File: src/rtl/hc595_pkg.sv
// hc595_pkg: shared types and width helpers for the 74HC595 frame driver.
// Holds the FSM state encoding and the counter width helper.
package hc595_pkg;

    typedef enum logic [1:0] {
        IDLE  = 2'd0,
        SHIFT = 2'd1,
        LATCH = 2'd2
    } state_e;

    // Counter width for a range of n values; never narrower than 1 bit.
    function automatic int cnt_w(input int n);
        return (n <= 1) ? 1 : $clog2(n);
    endfunction

endpackage

File: src/rtl/hc595_pwm.sv
// hc595_pwm: free-running brightness counter with on-time compare.
// Ports: clk, rst (sync, high), brightness (on-time), pwm_on (counter < brightness).
module hc595_pwm #(
    parameter int PWM_W = 4
) (
    input  logic             clk,
    input  logic             rst,
    input  logic [PWM_W-1:0] brightness,
    output logic             pwm_on
);

    logic [PWM_W-1:0] cnt_q;
    logic [PWM_W-1:0] cnt_d;

    always_comb begin
        cnt_d = cnt_q + 1'b1;
    end

    always_ff @(posedge clk) begin
        if (rst) begin
            cnt_q <= '0;
        end else begin
            cnt_q <= cnt_d;
        end
    end

    // brightness=0 never compares true, so the chain stays dark.
    assign pwm_on = (cnt_q < brightness);

endmodule

File: src/rtl/hc595_frame_driver.sv
// hc595_frame_driver: shifts one DATA_W-bit frame into a 74HC595 chain, then
// pulses stcp. Ports: clk, rst (sync, high), data_in/load/ready handshake,
// ds/shcp/stcp/oe pins. Optional macro HC595_OE_PWM_EN adds the brightness
// input and PWM-gated oe.
module hc595_frame_driver
    import hc595_pkg::*;
#(
    parameter int DATA_W    = 14,
    parameter int DIV       = 4,
    parameter int MSB_FIRST = 0,
    parameter int PWM_W     = 4
) (
    input  logic              clk,
    input  logic              rst,
    input  logic [DATA_W-1:0] data_in,
    input  logic              load,
    output logic              ready,
`ifdef HC595_OE_PWM_EN
    input  logic [PWM_W-1:0]  brightness,
`endif
    output logic              ds,
    output logic              shcp,
    output logic              stcp,
    output logic              oe
);

    if (DATA_W < 1 || DIV < 2 || (DIV % 2) != 0 || PWM_W < 1) begin : g_bad_param
        $error("hc595_frame_driver: illegal DATA_W/DIV/PWM_W");
    end

    localparam int PH_W  = cnt_w(DIV);
    localparam int BIT_W = cnt_w(DATA_W);

    localparam logic [PH_W-1:0]  PH_LAST  = PH_W'(DIV - 1);
    localparam logic [PH_W-1:0]  PH_HALF  = PH_W'(DIV / 2);
    localparam logic [BIT_W-1:0] BIT_LAST = BIT_W'(DATA_W - 1);

    state_e            state_q,   state_d;
    logic [PH_W-1:0]   phase_q,   phase_d;
    logic [BIT_W-1:0]  bit_q,     bit_d;
    logic [DATA_W-1:0] sreg_q,    sreg_d;
    logic              ds_q,      ds_d;
    logic              shcp_q,    shcp_d;
    logic              stcp_q,    stcp_d;
    logic              ready_q,   ready_d;
    logic              oe_q,      oe_d;
    logic              latched_q, latched_d;

    logic              accept;
    logic              gate_on;

`ifdef HC595_OE_PWM_EN
    hc595_pwm #(
        .PWM_W(PWM_W)
    ) u_pwm (
        .clk       (clk),
        .rst       (rst),
        .brightness(brightness),
        .pwm_on    (gate_on)
    );
`else
    assign gate_on = 1'b1;
`endif

    always_comb begin
        state_d   = state_q;
        phase_d   = phase_q;
        bit_d     = bit_q;
        sreg_d    = sreg_q;
        ds_d      = 1'b0;
        latched_d = latched_q;
        accept    = 1'b0;

        unique case (state_q)
            IDLE: begin
                accept = load;
            end
            SHIFT: begin
                phase_d = phase_q + 1'b1;
                ds_d    = ds_q;
                if (phase_q == PH_LAST) begin
                    phase_d = '0;
                    if (bit_q == BIT_LAST) begin
                        state_d = LATCH;
                        bit_d   = '0;
                        ds_d    = 1'b0;
                    end else begin
                        bit_d = bit_q + 1'b1;
                        if (MSB_FIRST != 0) begin
                            ds_d   = sreg_q[DATA_W-1];
                            sreg_d = sreg_q << 1;
                        end else begin
                            ds_d   = sreg_q[0];
                            sreg_d = sreg_q >> 1;
                        end
                    end
                end
            end
            LATCH: begin
                phase_d = phase_q + 1'b1;
                if (phase_q == PH_LAST) begin
                    phase_d   = '0;
                    state_d   = IDLE;
                    latched_d = 1'b1;
                    // The last latch cycle also accepts, so a held load
                    // streams frames with no idle cycle between them.
                    accept    = load;
                end
            end
            default: begin
                state_d = IDLE;
            end
        endcase

        // The first bit goes straight to ds; sreg keeps only what remains.
        if (accept) begin
            state_d = SHIFT;
            phase_d = '0;
            bit_d   = '0;
            if (MSB_FIRST != 0) begin
                ds_d   = data_in[DATA_W-1];
                sreg_d = data_in << 1;
            end else begin
                ds_d   = data_in[0];
                sreg_d = data_in >> 1;
            end
        end

        // Pin values are decoded from the next state so each pin is a flop.
        shcp_d  = (state_d == SHIFT) && (phase_d >= PH_HALF);
        stcp_d  = (state_d == LATCH) && (phase_d >= PH_HALF);
        ready_d = (state_d == IDLE);
        oe_d    = ~(latched_d & gate_on);
    end

    always_ff @(posedge clk) begin
        if (rst) begin
            state_q   <= IDLE;
            phase_q   <= '0;
            bit_q     <= '0;
            sreg_q    <= '0;
            ds_q      <= 1'b0;
            shcp_q    <= 1'b0;
            stcp_q    <= 1'b0;
            ready_q   <= 1'b1;
            oe_q      <= 1'b1;
            latched_q <= 1'b0;
        end else begin
            state_q   <= state_d;
            phase_q   <= phase_d;
            bit_q     <= bit_d;
            sreg_q    <= sreg_d;
            ds_q      <= ds_d;
            shcp_q    <= shcp_d;
            stcp_q    <= stcp_d;
            ready_q   <= ready_d;
            oe_q      <= oe_d;
            latched_q <= latched_d;
        end
    end

    assign ds    = ds_q;
    assign shcp  = shcp_q;
    assign stcp  = stcp_q;
    assign ready = ready_q;
    assign oe    = oe_q;

endmodule

File: config.mk
export PLATFORM = sky130hd
export DESIGN_NAME = hc595_frame_driver
export DESIGN_NICKNAME = d
export VERILOG_FILES = /design/src/rtl/hc595_pkg.sv /design/src/rtl/hc595_pwm.sv /design/src/rtl/hc595_frame_driver.sv
export SDC_FILE = /design/constraint.sdc
export NUM_CORES = 1
export LEC_CHECK = 0
export BUFFER_PORTS_ARGS = -buffer_cell sky130_fd_sc_hd__buf_2
export CORE_ASPECT_RATIO = 0.8
export CORE_MARGIN = 3
export CORE_UTILIZATION = 45
export DETAILED_ROUTE_END_ITERATION = 8
export PLACE_DENSITY_LB_ADDON = 0.05
export SETUP_SLACK_MARGIN = 0.3
export SLEW_MARGIN = 20
export SYNTH_ARGS = -nofsm -noshare
export SYNTH_HDL_FRONTEND = slang
export SYNTH_SLANG_ARGS = --single-unit
File: constraint.sdc
create_clock -name clk -period 2 [get_ports clk]
set_clock_uncertainty 0.1 [all_clocks]
set_input_delay 0.3 -clock clk [delete_from_list [all_inputs] [get_ports clk]]
set_output_delay 0.3 -clock clk [all_outputs]
set_load 0.005 [all_outputs]
==> reports/qor.yml, run 1 <==
status:
  status: "completed"
worst_setup_path:
  critPathCaptureType: "register"
  path_cells: "inv_4 -> ha_4 -> a21o_1 -> and2_4 -> buf_12 -> o31ai_2 -> a221oi_2"
  r2r-end: "sreg_q[9]"
  cp_max_fo: 11
  cp.depth: 7
  cp.arrival_ns: 1.72
  crit_family: "compound AO/OA/AOI/OAI gates"
  crit_path_start_kind: "register"
  regToRegSetupSlack_ns: 0.32
  startpoint: "state_q[1]"
  worstSetupEndpoint: "sreg_q[9]"
  r2r-start: "state_q[1]"
  worstSetupPathType: "reg -> reg"
  cp_slowest_cell: "dfxtp_4"
  crit_buf_inv: 2
  required_ns: 2.04
  r2r_cells: 7
  cpPeakStageDelay_ns: 0.39
floorplanning:
  die-height_um: 54.58
  chipWidth_um: 66.73
  dieArea_um2: 3642
  io_pins: 22
  fp-row-count: 16
  coreArea_um2: 2623
  floorplan.initialDensity_pct: 50.62
cells_and_area:
  multi_input_area_um2: 858.3
  drive_gt1_share_pct: 41.04
  fin_cells: 209
  area_delta_synth_final_pct: 35.25
  n_fill_cell: 212
  nets: 196
  diodes: 0
  seqCellArea_um2: 550.5
global_routing:
  grt_max_degree: 20
  overflow: 0
  grt_pass1_wl_um: 5388
  antenna_found_initial: 0
  track_usage_pct: 19.51
  grt_pass1_vias: 1177
clock_tree:
  numCtsBuffers: 3
  clk_latency_ns: 0.26
  cts_buffer_depth: 2
  root_buffer: "clkbuf_8"
  cts_tree: "done"
  hold_buffers: 0
  h-tree-depth: 1
  clk_pin_slew_ns: 0.09
  cts_sinks: 27
route:
  routedWlPerCell_um: 15.89
  via_count: 1210
  wirelength_um: 3322
  viasPerCell: 5.789
  remaining_drc_errors: 0
  first_pass_iters: 4
  ant_nets: 0
  drtIter0Drc: 128
logic_synthesis:
  netlist_area_um2: 1328
  avgSynthCellArea_um2: 9.031
  yosysTopAreaCell: "dfxtp_1"
  synth_common_cells: "27 x dfxtp_1, 16 x inv_1, 13 x o31ai_1"
  yosysWarnings: 0
  synth_area_leaders: "dfxtp_1 41%, a221oi_1 7.9%, o31ai_1 7.4%"
  yosysMostFrequentCell: "dfxtp_1"
  ys_seq_area_share_pct: 40.72
  netlist_instances: 147
  synthArstFlopShare_pct: 0
  ys_ff_latch: 27
  synth_fp_nets: 169
  synth_cell_types: 32
  synth_enable_flop_cells: 0
  synth_top_area_share_pct: 40.72
  dominantRegCellSynth: "dfxtp_1"
sta:
  hold_viol: 0
  tightest_slew_ns: 0.4438
  setup_viol: 0
  max-slew-margin-rel_pct: 70.41
  clock.fmax_ghz: 0.5960
  setup_slack_ns: 0.3220
  min_period_over_period_pct: 83.90
  tns_ns: 0
  hold_ws_ns: 0.1656
  layout_min_cycle_time_ns: 1.678
  rsz0062_at_grt: "true"
  slew_violations: 0
power_and_ir_drop:
  p_clk_share_pct: 27.3
  peakVddDrop_uv: 552.5
  power_frac_comb_pct: 19.3
  p_sw_uw: 286.8
  total_power_uw: 1101
  power_density_nw_per_um2: 613.5
  power_leakage_uw: 0.0006731
  pwr-share-seq_pct: 53.4
  intPower_uw: 814.7
  p_sw_share_pct: 26.04
run:
  maxCapViolCount: 0
placed_design:
  hpwl_um: 2087
  gp_congestion: 0.8065
  place_inst: 199
  port_buffers: 21
  place_ws_ns: 0.09808
min_path:
  hp-class: "in -> reg"
## stage by stage
| stage | cell area, um2 | util, % |
|---|---|---|
| 2_1_floorplan | 1365 | - |
| 3_3_place_gp | 1503 | 57.30 |
| 3_5_place_dp | 1503 | 57.30 |
| 4_1_cts | 1609 | 61.36 |
| 5_1_grt | 1795 | 68.46 |
| 6_report | 1795 | 68.46 |
## worst min-delay path by stage
stage	depth (start not counted)	slack, ns	to	startpoint
2_1_floorplan	2	0.34	ds	data_in[0]
5_1_grt	3	0.17	ds	data_in[0]
3_5_place_dp	2	0.36	sreg_q[1]	sreg_q[1]
4_1_cts	3	0.16	ds	data_in[0]
6_report	3	0.17	ds	data_in[0]
3_3_place_gp	2	0.35	sreg_q[5]	sreg_q[5]
## power by group through the flow
stage | registers [uW] | clock network (uW) | logic, uW
finish | 588 | 301 | 213
global route | 591 | 335 | 236
CTS | 583 | 313 | 161
detailed placement | 597 | 0 | 145
global placement | 596 | 0 | 141
floorplan | 592 | 0 | 106
## sequential cells by signal (all words and copies together) (netlist names)
name       count
latched_q      1
state_q        2
bit_q          4
sreg_q        13
ds             1
stcp           1
oe             1
shcp           1
ready          1
phase_q        2
## final cells by class
| class | count | share of cell area (%) |
|---|---|---|
| flip-flops and latches | 27 | 30.66 |
| repair buffers | 33 | 12.89 |
| well taps | 36 | 2.509 |
| inverters | 16 | 3.624 |
| multi-input cells | 93 | 47.80 |
| clock buffers | 4 | 2.509 |
## cells in the final DEF, fill, tap and decap left out, drive strengths merged
master | netlist | layout
and3b | 2 | 2
or2 | 1 | 1
a21o | 3 | 3
a31oi | 1 | 1
o21ai | 1 | 1
nand2 | 6 | 6
and2 | 1 | 1
dfxtp | 27 | 27
nand3b | 12 | 12
or3 | 1 | 1
mux2i | 2 | 2
nor3 | 2 | 2
nor2 | 8 | 8
a311oi | 1 | 1
a21oi | 6 | 6
and3 | 2 | 2
nor2b | 1 | 1
buf | 6 | 33
a32oi | 2 | 2
o31ai | 13 | 13
ha | 5 | 5
a221oi | 12 | 12
nand4 | 1 | 1
nand3 | 3 | 3
mux2 | 1 | 1
xor2 | 1 | 1
nor4 | 1 | 1
clkbuf | 5 | 4
a41oi | 1 | 1
nand4b | 3 | 3
inv | 16 | 16
## what timing repair did
action	in CTS	in global routing
buffers inserted	2	3
resized for setup	13	29
gates cloned	0	1
pin swaps	0	7
endpoints found under the setup margin	23	18
## cell families (layout without fill, tap and decap cells)
logic type | count (synthesis) | after routing | synth area share (%)
DFF | 27 | 27 | 40.72
adders and majority gates | 5 | 5 | 4.713
and+or+nand+nor | 44 | 44 | 20.17
AOI/OAI and AO/OA | 40 | 40 | 22.71
muxes | 3 | 3 | 2.356
xor gates and xnor gates | 1 | 1 | 0.6599
buffers and inverters | 27 | 53 | 8.671
## metal layers
metal	wire [um]	global-route usage, %
met1	1673	26.00
met2	1514	30.92
met3	116	5.955
met4	18	5.068
met5	0	0
## worst min-delay path, stage by stage
cell and delay [ns]:
buf_2 0.10, nand2_1 0.04, a21oi_1 0.05
Note: power is estimated with default switching activity, not from simulation.
==> run 2: changes to the inputs <==
==> constraint.sdc (replaced) <==
create_clock -name clk -period 1.4 [get_ports clk]
set_clock_uncertainty 0.1 [all_clocks]
set_input_delay 0.21 -clock clk [delete_from_list [all_inputs] [get_ports clk]]
set_output_delay 0.21 -clock clk [all_outputs]
set_load 0.005 [all_outputs]
==> reports/qor.yml, run 2 (synthesized netlist as in run 1, its figures left out) <==
worst_setup_path:
  crit_family: "simple AND/OR/NAND/NOR gates"
  crit_path_start_kind: "register"
  cp_max_fo: 6
  r2r-start: "state_q[0]"
  regToRegSetupSlack_ns: -0.28
  crit_buf_inv: 1
  path_cells: "inv_4 -> ha_4 -> a21o_1 -> and2_2 -> a41oi_4 -> and3_4"
  cp.arrival_ns: 1.81
  worstSetupPathType: "reg -> reg"
  cpPeakStageDelay_ns: 0.38
  cp_slowest_cell: "dfxtp_4"
  r2r_cells: 6
  critPathCaptureType: "register"
  cp.depth: 6
  r2r-end: "stcp"
  required_ns: 1.53
power_and_ir_drop:
  power_leakage_uw: 0.0007810
  power_density_nw_per_um2: 809.8
  peakVddDrop_uv: 683.2
  total_power_uw: 1683
placed_design:
  port_buffers: 21
  hpwl_um: 2294
  gp_congestion: 0.8277
  place_ws_ns: -0.4460
route:
  remaining_drc_errors: 0
  first_pass_iters: 4
  routedWlPerCell_um: 17.08
  viasPerCell: 5.843
  ant_nets: 0
  via_count: 1338
  wirelength_um: 3912
  drtIter0Drc: 75
min_path:
  min_from: "rst"
  min_path_cells: 2
  hp-class: "in -> reg"
  worstHoldEndpoint: "state_q[0]"
cells_and_area:
  diodes: 0
  layout_commonest_cell: "dfxtp_1"
  top_register: "sreg_q"
  nets: 216
  drive_gt1_share_pct: 55.96
  n_fill_cell: 161
  final_cell_mix: "23 x dfxtp_1, 22 x buf_4, 21 x buf_2, 14 x inv_1, 12 x nand3b_1"
  multi_input_area_um2: 996.0
  seqCellArea_um2: 550.5
  top_regs: "sreg_q x13, bit_q x4"
  area_delta_synth_final_pct: 56.55
  final_util_pct: 79.25
  largest_reg_flops: 13
global_routing:
  grt_max_degree: 18
  antenna_found_initial: 0
  track_usage_pct: 22.48
  grt_pass1_wl_um: 5927
  grt_pass1_vias: 1253
  overflow: 0
clock_tree:
  hold_buffers: 0
  cts_buffer_depth: 2
  cts_sinks: 27
  clk_latency_ns: 0.28
  clk_pin_slew_ns: 0.09
  root_buffer: "clkbuf_8"
  numCtsBuffers: 3
  h-tree-depth: 1
  cts_tree: "done"
floorplanning:
  die-height_um: 54.58
  dieArea_um2: 3642
  floorplan.initialDensity_pct: 50.62
  coreArea_um2: 2623
  chipWidth_um: 66.73
  fp-row-count: 16
  io_pins: 22
sta:
  layout_min_cycle_time_ns: 1.684
  slew_violations: 0
  hold_viol: 0
  rsz0062_at_grt: "true"
  setup_viol: 25
  tns_ns: -5.771
  clock.fmax_ghz: 0.5940
  max-slew-margin-rel_pct: 82.38
  tightest_slew_ns: 0.2569
  setup_slack_ns: -0.2835
  min_period_over_period_pct: 120.3
status:
  violations: "negative setup slack"
  status: "finished, violations left"
run:
  maxCapViolCount: 0
run 2: how the worst max path moves through the flow:
stage / slack [ns] / startpoint / endpoint
floorplan: -0.35 / state_q[0] / shcp
global placement: -0.39 / phase_q[0] / shcp
detailed placement: -0.45 / phase_q[1] / sreg_q[10]
CTS: -0.26 / state_q[1] / sreg_q[0]
global route: -0.35 / state_q[1] / sreg_q[5]
finish: -0.28 / state_q[0] / stcp
run 2: report_power, final:
group	internal, uW	total, uW	switching [uW]
clock network	209	471	261
logic	183	370	186
registers	809	842	33.7
total	1200	1680	482
run 2: per-layer routing:
| layer | share of wire [%] | vias to the layer above | track usage [%] |
|---|---|---|---|
| met5 | 0 | - | 0 |
| met4 | 0.61 | 0 | 7.770 |
| met3 | 6.1 | 2 | 5.749 |
| met2 | 49 | 46 | 37.01 |
| met1 | 44 | 647 | 28.82 |
| li1 | - | 643 | - |
run 2: what timing repair did:
| action | CTS | global route |
|---|---|---|
| endpoints found under the hold margin | 0 | 0 |
| resized for setup | 42 | 27 |
| pin swaps | 18 | 10 |
| endpoints found under the setup margin | 27 | 27 |
| setup buffers | 2 | 0 |
| cloned | 2 | 0 |
run 2: layout make-up:
class,instances,area share (%)
clock buffer,3,1.987
clock inverter,1,0.4214
inverter,16,3.131
multi-input combinational,94,47.92
sequential,27,26.49
tap,36,2.167
timing repair buffer,52,17.88
run 2: through the flow:
stage	hold slack, ns	std cells	instance area (um2)
after detailed placement	0.3221	221	1668
after global placement	0.3234	221	1668
final	0.04448	229	2078
after floorplan	0.2460	147	1368
after global routing	0.03703	229	2078
after CTS	0.02656	229	1918
==> run 3: changes to the inputs <==
--- a/config.mk
+++ b/config.mk
@@ -5,11 +5,13 @@
 export SDC_FILE = /design/constraint.sdc
 export NUM_CORES = 1
 export LEC_CHECK = 0
+export ABC_AREA = 1
 export BUFFER_PORTS_ARGS = -buffer_cell sky130_fd_sc_hd__buf_2
 export CORE_ASPECT_RATIO = 0.8
 export CORE_MARGIN = 3
 export CORE_UTILIZATION = 45
 export DETAILED_ROUTE_END_ITERATION = 8
+export GPL_TIMING_DRIVEN = 0
 export PLACE_DENSITY_LB_ADDON = 0.05
 export SETUP_SLACK_MARGIN = 0.3
 export SLEW_MARGIN = 20
==> reports/qor.yml, run 3 <==
logic_synthesis:
  avgSynthCellArea_um2: 6.907
  synth-compound-area-share_pct: 8.152
  synth_fp_nets: 222
  dominantRegCellSynth: "dfxtp_1"
  synth-simple-area-share_pct: 35.60
  synth_enable_flop_cells: 0
  synth_cell_types: 21
  synth_area_leaders: "dfxtp_1 39%, nand2_1 16%, nor2_1 9.2%"
  synth_top_family_by_area: "simple AND/OR/NAND/NOR gates"
  yosysTopAreaCell: "dfxtp_1"
  synth_mux_area_share_pct: 0
  synth_xor_xnor_area_share_pct: 0.6341
  netlist_area_um2: 1381
  yosysWarnings: 0
  yosysMostFrequentCell: "nand2_1"
  synth_common_cells: "58 x nand2_1, 34 x nor2_1, 27 x dfxtp_1"
  synth_top_area_share_pct: 39.13
  synthArstFlopShare_pct: 0
  ys_seq_area_share_pct: 39.13
  netlist_instances: 200
  ys_ff_latch: 27
  synthAdderAreaFrac_pct: 4.529
sta:
  clock.fmax_ghz: 0.6482
  rsz0062_at_grt: "true"
  max-slew-margin-rel_pct: 81.44
  layout_min_cycle_time_ns: 1.543
  setup_viol: 21
  slew_violations: 0
  setup_slack_ns: -0.1428
  min_period_over_period_pct: 110.2
  hold_viol: 0
  tightest_slew_ns: 0.2781
clock_tree:
  hold_buffers: 0
  numCtsBuffers: 3
  clk_pin_slew_ns: 0.09
  root_buffer: "clkbuf_8"
  h-tree-depth: 1
  cts_sinks: 27
  cts_tree: "done"
  cts_buffer_depth: 2
  clk_latency_ns: 0.28
route:
  ant_nets: 0
  via_count: 1361
  first_pass_iters: 4
  drtIter0Drc: 57
  viasPerCell: 4.809
  routedWlPerCell_um: 12.32
  remaining_drc_errors: 0
  wirelength_um: 3487
global_routing:
  overflow: 0
  grt_pass1_vias: 1185
  grt_max_degree: 15
  grt_pass1_wl_um: 5354
  track_usage_pct: 18.75
  antenna_found_initial: 0
worst_setup_path:
  worstSetupPathType: "reg -> reg"
  required_ns: 1.49
  critPathCaptureType: "register"
  r2r-start: "phase_q[1]"
  cp_max_fo: 7
  cp.arrival_ns: 1.63
  startpoint: "phase_q[1]"
  crit_path_start_kind: "register"
placed_design:
  gp_congestion: 0.7451
  placed_area_um2: 1608
  port_buffers: 21
  hpwl_um: 2210
floorplanning:
  coreArea_um2: 2850
  dieArea_um2: 3775
  fp-row-count: 17
  die-height_um: 55.56
  chipWidth_um: 67.95
  floorplan.initialDensity_pct: 48.46
  io_pins: 22
power_and_ir_drop:
  power_leakage_uw: 0.0009040
  total_power_uw: 1726
  peakVddDrop_uv: 785.3
  power_density_nw_per_um2: 860.5
cells_and_area:
  final_cell_mix: "44 x nand2_1, 25 x nor2_1, 23 x dfxtp_1, 22 x buf_2, 21 x inv_1"
  layout_commonest_cell: "nand2_1"
  seqCellArea_um2: 550.5
  n_fill_cell: 231
  area_delta_synth_final_pct: 45.20
  top_regs: "sreg_q x13, bit_q x4"
  final_area_um2: 2006
  top_register: "sreg_q"
  multi_input_area_um2: 893.4
  nets: 268
  largest_reg_flops: 13
  drive_gt1_share_pct: 44.49
  diodes: 0
min_path:
  min_from: "rst"
  hp-class: "in -> reg"
run:
  maxCapViolCount: 0
status:
  violations: "negative setup slack"
  status: "finished, violations left"
run 3: cell count changes after synthesis, moves of 4 or more:
cell | before | now
a221oi_1 | 12 | 0
buf_2 | 5 | 1
buf_6 | 1 | 5
clkbuf_1 | 5 | 0
inv_1 | 16 | 26
nand2_1 | 6 | 58
nand2_4 | 0 | 4
nand3_1 | 3 | 7
nand3b_1 | 12 | 0
nor2_1 | 8 | 34
o21ai_0 | 1 | 12
o31ai_1 | 13 | 0
run 3: cell families (layout without fill, tap and decap cells):
| logic type | Yosys count | in the layout |
|---|---|---|
| adder cells (fa/ha/maj) | 5 | 5 |
| AO/OA/AOI/OAI | 22 | 22 |
| AND/OR/NAND/NOR | 112 | 112 |
| buffers and inverters | 33 | 78 |
| XOR/XNOR | 1 | 1 |
| flip-flops | 27 | 27 |
run 3: critical path: stages, from the launching register on:
cell	delay, ns
dfxtp_2	0.35
ha_4	0.16
buf_8	0.13
nand2_4	0.08
nand2_4	0.07
nand2_8	0.12
nand2_8	0.07
nand2_8	0.08
buf_6	0.14
nand2_2	0.06
nand2_2	0.06
nor2_2	0.04
run 3: area by class of cell:
cell class / count / share of cell area, %
Multi-Input combinational cell: 140 / 44.54
Sequential cell: 27 / 27.45
Timing Repair Buffer: 41 / 14.04
Inverter: 27 / 5.926
Buffer: 6 / 3.431
Tap cell: 38 / 2.371
Clock buffer: 4 / 2.246
run 3: power breakdown:
group	internal (uW)	leakage, uW	switching (uW)
Clock	204	0.0000228	242
Sequential	813	0.000224	20.8
Combinational	200	0.000658	246
Total	1220	0.000904	508
run 3: per-layer routing:
layer	vias to the layer above	global-route usage (%)	share of wire, %	routed length, um
met5	-	0	0	0
met4	0	3.399	0.66	23
met3	5	5.691	4.8	169
met2	27	28.02	47	1656
met1	626	26.67	47	1637
li1	703	-	-	-
run 3: path summary, 6_finish.rpt:
path                      to  slack [ns]  depth (start not counted)
setup / recovery   sreg_q[7]       -0.14                         11
hold / removal    state_q[0]        0.06                          2
setup reg to reg   sreg_q[7]       -0.14                         11
hold reg to reg    latched_q        0.39                          2
run 3: stage by stage:
step	hold WS [ns]	worst slack (ns)	std cells	util, %	TNS [ns]
5_1_grt	0.04947	-0.2269	283	70.37	-3.645
6_report	0.06134	-0.1428	283	70.37	-2.017
3_3_place_gp	0.3166	-0.1245	259	56.41	-1.605
2_1_floorplan	0.1694	-0.01908	200	-	-0.1585
3_5_place_dp	0.3155	-0.1712	259	56.41	-2.258
4_1_cts	0.02755	-0.09157	276	65.28	-1.146
run 3: what timing repair did:
action,4_1_cts,5_1_grt
cloned,3,0
setup endpoints to repair,25,27
pin swaps,22,12
setup buffers,10,7
gates resized for setup,38,28
